[src/rtl/mod_reducer.sv]
// mod_reducer: computes x mod p by restoring shift-subtract, one dividend bit per
// clock (MSB first), returning the remainder and a divide-by-zero flag.
module mod_reducer #(
    parameter int XW = 64,
    parameter int PW = 32
) (
    input  logic          clk,
    input  logic          rst,
    input  logic          start,
    input  logic [XW-1:0] x,
    input  logic [PW-1:0] p,
    output logic          busy,
    output logic          done,
    output logic [PW-1:0] r,
    output logic          err,
    output logic [1:0]    dbg_state
);
    // Handshake: start is taken only while idle (busy low), and x/p are captured on
    // that edge. done pulses for one cycle when r/err are updated; r/err then hold
    // until the next done. Start seen while busy is dropped, not queued.

    localparam int            CW      = (XW > 1) ? $clog2(XW) : 1;
    localparam logic [CW-1:0] CNT_TOP = CW'(XW - 1);

    typedef enum logic [1:0] {
        IDLE = 2'd0,
        RUN  = 2'd1,
        DONE = 2'd2
    } state_t;

    state_t        r_state;
    state_t        w_next;
    logic [XW-1:0] r_x;
    logic [PW-1:0] r_p;
    logic [PW:0]   r_rem;
    logic [CW-1:0] r_cnt;
    logic [PW-1:0] r_res;
    logic          r_err;

    logic          w_accept;
    logic          w_last;
    logic [PW:0]   w_shift;
    logic [PW:0]   w_p_ext;
    logic          w_ge;
    logic [PW:0]   w_rem_next;

    assign w_accept = (r_state == IDLE) && start;
    assign w_last   = (r_cnt == '0);

    // The remainder is one bit wider than p so 2*rem+1 (< 2p) never overflows.
    assign w_shift    = {r_rem[PW-1:0], r_x[r_cnt]};
    assign w_p_ext    = {1'b0, r_p};
    assign w_ge       = (w_shift >= w_p_ext);
    assign w_rem_next = w_ge ? (w_shift - w_p_ext) : w_shift;

    always_comb begin
        w_next = r_state;
        case (r_state)
            IDLE: begin
                if (start) begin
                    w_next = (p == '0) ? DONE : RUN;
                end
            end
            RUN: begin
                if (w_last) begin
                    w_next = DONE;
                end
            end
            DONE:    w_next = IDLE;
            default: w_next = IDLE;
        endcase
    end

    always_ff @(posedge clk) begin
        if (!rst) begin
            r_state <= IDLE;
        end else begin
            r_state <= w_next;
        end
    end

    always_ff @(posedge clk) begin
        if (!rst) begin
            r_x   <= '0;
            r_p   <= '0;
            r_rem <= '0;
            r_cnt <= '0;
            r_res <= '0;
            r_err <= 1'b0;
        end else if (w_accept) begin
            r_x   <= x;
            r_p   <= p;
            r_rem <= '0;
            r_cnt <= CNT_TOP;
            // A zero modulus skips RUN and reports immediately.
            if (p == '0) begin
                r_res <= '0;
                r_err <= 1'b1;
            end
        end else if (r_state == RUN) begin
            r_rem <= w_rem_next;
            r_cnt <= r_cnt - 1'b1;
            if (w_last) begin
                r_res <= w_rem_next[PW-1:0];
                r_err <= 1'b0;
            end
        end
    end

    assign busy      = (r_state != IDLE);
    assign done      = (r_state == DONE);
    assign r         = r_res;
    assign err       = r_err;
    assign dbg_state = r_state;

endmodule

[config.mk]
export PLATFORM = sky130hd
export DESIGN_NAME = mod_reducer
export DESIGN_NICKNAME = d
export VERILOG_FILES = /design/src/rtl/mod_reducer.sv
export SDC_FILE = /design/constraint.sdc
export NUM_CORES = 1
export LEC_CHECK = 0
export ABC_AREA = 1
export CAP_MARGIN = 30
export CORE_ASPECT_RATIO = 0.6
export CORE_MARGIN = 5
export CORE_UTILIZATION = 35
export DETAILED_ROUTE_END_ITERATION = 6
export PLACE_DENSITY_LB_ADDON = 0.25
export SETUP_SLACK_MARGIN = 0.1
export SYNTH_ARGS = -nofsm -noshare
export SYNTH_HDL_FRONTEND = slang
export SYNTH_SLANG_ARGS = --single-unit
export TNS_END_PERCENT = 10
[constraint.sdc]
create_clock -name clk -period 3.56 [get_ports clk]
set_clock_uncertainty 0.15 [all_clocks]
set_input_delay 0.712 -clock clk [delete_from_list [all_inputs] [get_ports clk]]
set_output_delay 0.712 -clock clk [all_outputs]
set_load 0.03 [all_outputs]
==> results of run 1 <==
-- power by group through the flow --
stage,sequential [W],combinational (W),clock [W]
after detailed placement,0.00216,0.00234,0
after CTS,0.00212,0.00235,0.00197
final,0.00213,0.00242,0.00191
after global routing,0.00214,0.00269,0.00204
after global placement,0.00216,0.00232,0
after floorplan,0.00216,0.00163,0
-- repair_timing --
action	CTS	global route
resized for setup	2	24
endpoints found under the setup margin	8	63
pin swaps	0	2
setup buffers	0	1
gates cloned	0	1
-- Yosys cell counts (10+ instances only) --
master      n
a21oi_1   118
a21oi_2    12
buf_2      10
clkbuf_1   47
dfxtp_1   169
ha_1       35
inv_1     234
nand2_1   395
nand2_2    17
nand3_1    73
nand3_2    11
nand4_1    11
nor2_1    211
o21ai_0   133
o21ai_1    13
xor2_1     12
-- final cells by class --
class                           count  area [sq um]  share of cell area [%]
Clock buffer                       20           447                    3.58
Tap cell                          367           459                    3.69
Inverter                          241           905                    7.26
Clock inverter                     12           148                    1.18
Multi-Input combinational cell   1098          5400                    43.4
Sequential cell                   169          3390                    27.2
Timing Repair Buffer              170          1710                    13.7
-- stage by stage --
stage	TNS, ps	cells	instance area, sq um
after floorplan	0	1577	9960
after global placement	-808	2040	11700
after detailed placement	-10.3	2043	11800
after CTS	0	2075	12400
after global routing	0	2077	12500
final	0	2077	12500
-- how the worst max path moves through the flow --
stage	from	endpoint	slack, ps	cells after the start
6_report	r_cnt[0]	r_rem[16]	280	25
5_1_grt	r_cnt[0]	r_rem[24]	70	27
4_1_cts	r_cnt[3]	r_rem[28]	130	22
3_5_place_dp	p[11]	r[4]	-9	9
3_3_place_gp	p[5]	r[8]	-40	7
2_1_floorplan	r_cnt[1]	r_rem[16]	340	24
-- logic make-up after synthesis --
logic type	synth area share, %
AND/OR/NAND/NOR	31.7
AO/OA/AOI/OAI	15.9
adder cells (fa/ha/maj)	4.60
buffers and inverters	12.5
XOR/XNOR	1.32
flip-flops	34.0
-- routing by layer --
layer | share of wire [%] | track usage (%)
met2 | 36 | 25.0
met1 | 56 | 34.7
met4 | 0.56 | 3.72
met3 | 7.7 | 4.80
met5 | 0.021 | 0
-- flip-flops by register name (all words and copies together) (netlist names) --
| register | cells |
|---|---|
| dbg_state | 2 |
| err | 1 |
| r | 32 |
| r_cnt | 6 |
| r_p | 32 |
| r_rem | 32 |
| r_x | 64 |
-- worst reg2reg max path, stage by stage, from the launching register on --
cell and delay, ps:
dfxtp_4 390, inv_2 70, buf_12 150, nand2_1 60, nand3_1 60, nand3_1 90
nand2_1 60, nor2_1 130, nand2_2 100, nand3_2 90, nand2_1 50, inv_1 70
ha_1 140, inv_1 70, fa_2 360, nand3_1 110, nand3_2 100, nand2_1 80
nand2_1 80, nand3_2 90, nand2_1 70, or2_2 280, nand3_2 70, nand2_1 80
o21ai_0 150, inv_1 50
==> impl_metrics.env, run 1 <==
export IMPL_netlist_area_leader_share_pct=34.0
export IMPL_dieArea_sq_um=32000
export IMPL_tightest_slew_ps=861
export IMPL_dr_total_vias=10000
export IMPL_synthCells=1577
export IMPL_first_iter_violations=985
export IMPL_grt_max_degree=99
export IMPL_r2r_cells=25
export IMPL_preCtsSetupSlack_ps=-9.09
export IMPL_p_seq_share_pct=32.9
export IMPL_comb_power_share_pct=37.4
export IMPL_synthArstFlopShare_pct=0
export IMPL_first_pass_iters=5
export IMPL_clk_latency_ps=440
export IMPL_grt_pass1_wl_mm=51.6
export IMPL_synthDistinctLibCells=37
export IMPL_htree_levels=4
export IMPL_crit_path_end_kind="flip-flop"
export IMPL_worst_slack_ps=276
export IMPL_r2r_end="r_rem[16]"
export IMPL_cellLeakagePower_nw=5.78
export IMPL_ys_ff_latch=169
export IMPL_whs_path_depth=2
export IMPL_mappedNetlistArea_sq_um=9960
export IMPL_min_from="r_x[4]"
export IMPL_cp_arrival_ps=3470
export IMPL_hp_class="flip-flop to flip-flop"
export IMPL_yosys_area_top_type="dfxtp_1"
export IMPL_rsz0062_at_grt="yes"
export IMPL_critPathBufInv=5
export IMPL_fin_nets=1832
export IMPL_clock_sinks=169
export IMPL_p_total_w=0.00646
export IMPL_setup_viol=0
export IMPL_dp_hpwl_mm=26.2
export IMPL_finalCritPeriodShare_pct=92.3
export IMPL_yosysWarningCount=0
export IMPL_relSlewSlack_pct=42.2
export IMPL_die_h_microns=141
export IMPL_gp_congestion=0.991
export IMPL_grt_use_total_pct=20.4
export IMPL_intPower_w=0.00400
export IMPL_cts_hold_buffers=0
export IMPL_ios=136
export IMPL_worstReg2RegStart="r_cnt[0]"
export IMPL_std_cell_rows=47
export IMPL_synth_fp_nets=1712
export IMPL_power_density_nw_per_um2=518
export IMPL_mostFrequentLayoutCells="nand2_1 (388), inv_1 (232), nor2_1 (208), dfxtp_1 (167), clkdlybuf4s50_1 (134)"
export IMPL_start_util_pct=35.8
export IMPL_peakVddDrop_v=0.000288
export IMPL_p_sw_w=0.00246
export IMPL_final_util_pct=44.8
export IMPL_ant_nets=0
export IMPL_critPathTopFamily="simple AND/OR/NAND/NOR gates"
export IMPL_synth_main_ff_cell="dfxtp_1"
export IMPL_clk_pin_slew_ps=60
export IMPL_die_w_microns=228
export IMPL_report_final_slew_viol_count=0
export IMPL_cts_tree="built"
export IMPL_wl_per_cell_microns=16.0
export IMPL_layout_drive_gt1_share_pct=9.36
export IMPL_hold_end="r_x[4]"
export IMPL_cts_buffers=17
export IMPL_cp_data_required_time_ps=3750
export IMPL_outcome="finished clean"
export IMPL_synth_edf_count=0
export IMPL_via_per_inst=4.84
export IMPL_hold_ws_ps=301
export IMPL_antennaDiodeCount=0
export IMPL_worstSetupStartpointType="flip-flop"
export IMPL_path_class="flip-flop to flip-flop"
export IMPL_clockBufferDepth=2
export IMPL_maxCapViolCount=0
export IMPL_critPathSlowestCell="dfxtp_4"
export IMPL_antenna_found_initial=2
export IMPL_crit_top_cell="nand2_1"
export IMPL_overflow=0
export IMPL_synth_area_top_cells="dfxtp_1 (34%), nand2_1 (15%), inv_1 (8.8%)"
export IMPL_avgSynthCellArea_sq_um=6.32
export IMPL_fillers=2941
export IMPL_drt_total_wl_mm=33.2
export IMPL_portBuffers=135
export IMPL_drcViolationCount=0
export IMPL_final_common_cell="nand2_1"
export IMPL_crit_path_max_fanout=18
export IMPL_pwr_share_clk_pct=29.6
export IMPL_p_sw_share_pct=38.1
export IMPL_grt_pass1_vias=8926
export IMPL_ctsRootBufferMaster="clkbuf_16"
export IMPL_hold_viol_final=0
export IMPL_fmax_mhz=304
export IMPL_core_sq_um=27800
export IMPL_area_delta_synth_final_pct=25.1
export IMPL_ys_seq_area_share_pct=34.0
export IMPL_reg2reg_slack_ps=280
export IMPL_critPathMaxStageDelay_ps=390
export IMPL_timing_final_crit_period_ps=3280
No activity file was read; power rests on OpenSTA's default activity.
==> run 2, diff against run 1 <==
CORE_ASPECT_RATIO = 0.7   (was 0.6)
GPL_ROUTABILITY_DRIVEN = 0   (was unset)
==> run 2 against run 1 <==
Register-to-register slack improved by 50 ps; non-clock buffer count stayed put; worst hold slack improved by 6.4 ps; design area decreased by 0.54%; maximum frequency grew 1.5%; routed wire length decreased by 2.5%; final cell count rose by 0.19%; via count up 0.23%; critical path type unchanged; largest cell class unchanged; highest routed layer is now met4.
==> impl_metrics.env, run 2 (synthesis results as in run 1) <==
export IMPL_grtUsageMet1_pct=32.8
export IMPL_min_from="r_x[5]"
export IMPL_whs_path_depth=2
export IMPL_layout_drive_gt1_share_pct=8.60
export IMPL_layout_area_seq_sq_um=3390
export IMPL_cp_arrival_ps=3440
export IMPL_p_sw_share_pct=39.5
export IMPL_clockBufferDepth=2
export IMPL_final_common_cell="nand2_1"
export IMPL_top_register="r_x"
export IMPL_start_util_pct=35.6
export IMPL_clk_pin_slew_ps=70
export IMPL_grt_pass1_vias=9374
export IMPL_hold_end="r_x[5]"
export IMPL_report_final_slew_viol_count=0
export IMPL_final_setup_tns_ps=0
export IMPL_p_seq_share_pct=33.4
export IMPL_die_w_microns=212
export IMPL_area_delta_synth_final_pct=24.4
export IMPL_path_class="flip-flop to flip-flop"
export IMPL_crit_path_max_fanout=22
export IMPL_stdcell_count=2081
export IMPL_p_sw_w=0.00252
export IMPL_drcViolationCount=0
export IMPL_r2r_cells=24
export IMPL_worstSetupStartpointType="flip-flop"
export IMPL_fmax_mhz=309
export IMPL_first_pass_iters=7
export IMPL_use_met3_pct=4.33
export IMPL_cts_buffers=17
export IMPL_antennaDiodeCount=0
export IMPL_placed_area_sq_um=11800
export IMPL_grt_max_degree=83
export IMPL_grt_use_total_pct=20.3
export IMPL_pwr_share_clk_pct=29.6
export IMPL_ios=136
export IMPL_hold_viol_final=0
export IMPL_setup_viol=0
export IMPL_cp_data_required_time_ps=3760
export IMPL_overflow=0
export IMPL_relSlewSlack_pct=38.6
export IMPL_top_usage_layer="met1"
export IMPL_antenna_found_initial=0
export IMPL_r2r_end="r_rem[26]"
export IMPL_die_h_microns=151
export IMPL_ant_nets=0
export IMPL_dr_total_vias=10100
export IMPL_multi_input_area_sq_um=5370
export IMPL_clock_sinks=169
export IMPL_reg2reg_slack_ps=320
export IMPL_cellLeakagePower_nw=5.75
export IMPL_dieArea_sq_um=32000
export IMPL_maxCapViolCount=0
export IMPL_drt_total_wl_mm=32.4
export IMPL_wl_per_cell_microns=15.6
export IMPL_dp_cells=2047
export IMPL_std_cell_rows=51
export IMPL_comb_power_share_pct=37.0
export IMPL_fin_nets=1832
export IMPL_htree_levels=4
export IMPL_intPower_w=0.00386
export IMPL_largest_register_ffs=64
export IMPL_via_per_inst=4.84
export IMPL_power_density_nw_per_um2=515
export IMPL_grtUsageMet2_pct=26.8
export IMPL_dp_hpwl_mm=25.2
export IMPL_clk_latency_ps=450
export IMPL_first_iter_violations=893
export IMPL_mostFrequentLayoutCells="nand2_1 (394), inv_1 (234), nor2_1 (209), dfxtp_1 (168), clkdlybuf4s50_1 (134)"
export IMPL_cts_tree="built"
export IMPL_grt_pass1_wl_mm=50.8
export IMPL_core_sq_um=27900
export IMPL_crit_path_end_kind="flip-flop"
export IMPL_timing_final_crit_period_ps=3240
export IMPL_tightest_slew_ps=918
export IMPL_rsz0062_at_grt="yes"
export IMPL_ctsRootBufferMaster="clkbuf_16"
export IMPL_p_total_w=0.00638
export IMPL_worstReg2RegStart="r_cnt[0]"
export IMPL_outcome="finished clean"
export IMPL_hp_class="flip-flop to flip-flop"
export IMPL_finalCritPeriodShare_pct=90.9
export IMPL_peakVddDrop_v=0.000324
export IMPL_fin_area_sq_um=12400
export IMPL_fillers=2960
export IMPL_portBuffers=135
## run 2: cell count changes in the layout (fill, tap and decap cells not counted), moves of 4 or more
cell      before  now
nand2_2       23   17
nand3_2       16   12
clkinv_2       5    0
inv_8          0    6
nand2_1      388  394
buf_4         24   30
nand3_1       68   72
## run 2: critical path, cell delays in order (launching register included)
cell	delay [ps]
dfxtp_4	370
clkbuf_16	190
nand2_1	120
nand3_1	90
nand3_1	90
nand2_1	50
nor2_1	90
nand2_1	60
nand3_1	100
nand2_1	70
inv_1	70
ha_1	140
inv_1	50
fa_2	340
buf_4	150
nand3_1	70
nand3_1	220
nand2_1	230
nand3_1	90
nand2_1	70
nand3_1	100
nand2_1	90
nand2_1	50
nand2_1	50
inv_1	30
## run 2: what timing repair did
action | 4_1_cts | 5_1_grt
endpoints found under the setup margin | 0 | 28
buffers inserted | 0 | 1
hold buffers | 0 | 0
resized for setup | 0 | 9
## run 2: through the flow
step | util, % | hold slack (ps) | setup WS, ps
floorplan | - | 279 | 342
global placement | 42.0 | 291 | 251
detailed placement | 42.1 | 296 | 213
CTS | 44.1 | 308 | 197
global route | 44.3 | 319 | 54.7
finish | 44.3 | 307 | 323
## run 2: final cells by class
| class | instances | share of cell area [%] |
|---|---|---|
| clock buffers | 18 | 3.46 |
| clock inverters | 14 | 1.25 |
| inverters | 241 | 7.30 |
| multi-input cells | 1098 | 43.3 |
| flip-flops and latches | 169 | 27.3 |
| well taps | 371 | 3.75 |
| repair buffers | 170 | 13.6 |
## run 2: worst max path at each step
stage                   from  cells past startpoint  slack [ps]        end
floorplan           r_cnt[1]                     24         340  r_rem[16]
global placement    r_cnt[0]                     25         250  r_rem[24]
detailed placement  r_cnt[0]                     25         210  r_rem[24]
CTS                 r_cnt[0]                     25         200  r_rem[24]
global route        r_cnt[0]                     27          50  r_rem[24]
finish              r_cnt[0]                     24         320  r_rem[26]
## run 2: power groups by stage
stage          combinational, W  clock, W  sequential, W
2_1_floorplan           0.00163         0        0.00216
3_3_place_gp            0.00227         0        0.00217
3_5_place_dp            0.00230         0        0.00217
4_1_cts                 0.00232   0.00193        0.00213
6_report                0.00236   0.00189        0.00213
5_1_grt                 0.00263   0.00200        0.00215
## run 2: metal layers
| metal | up-vias | routed length [microns] | share of wire (%) |
|---|---|---|---|
| met4 | 0 | 375 | 1.2 |
| met5 | - | 0 | 0 |
| met2 | 278 | 12000 | 37 |
| met3 | 25 | 2330 | 7.2 |
| met1 | 4588 | 17700 | 55 |
| li1 | 5177 | - | - |
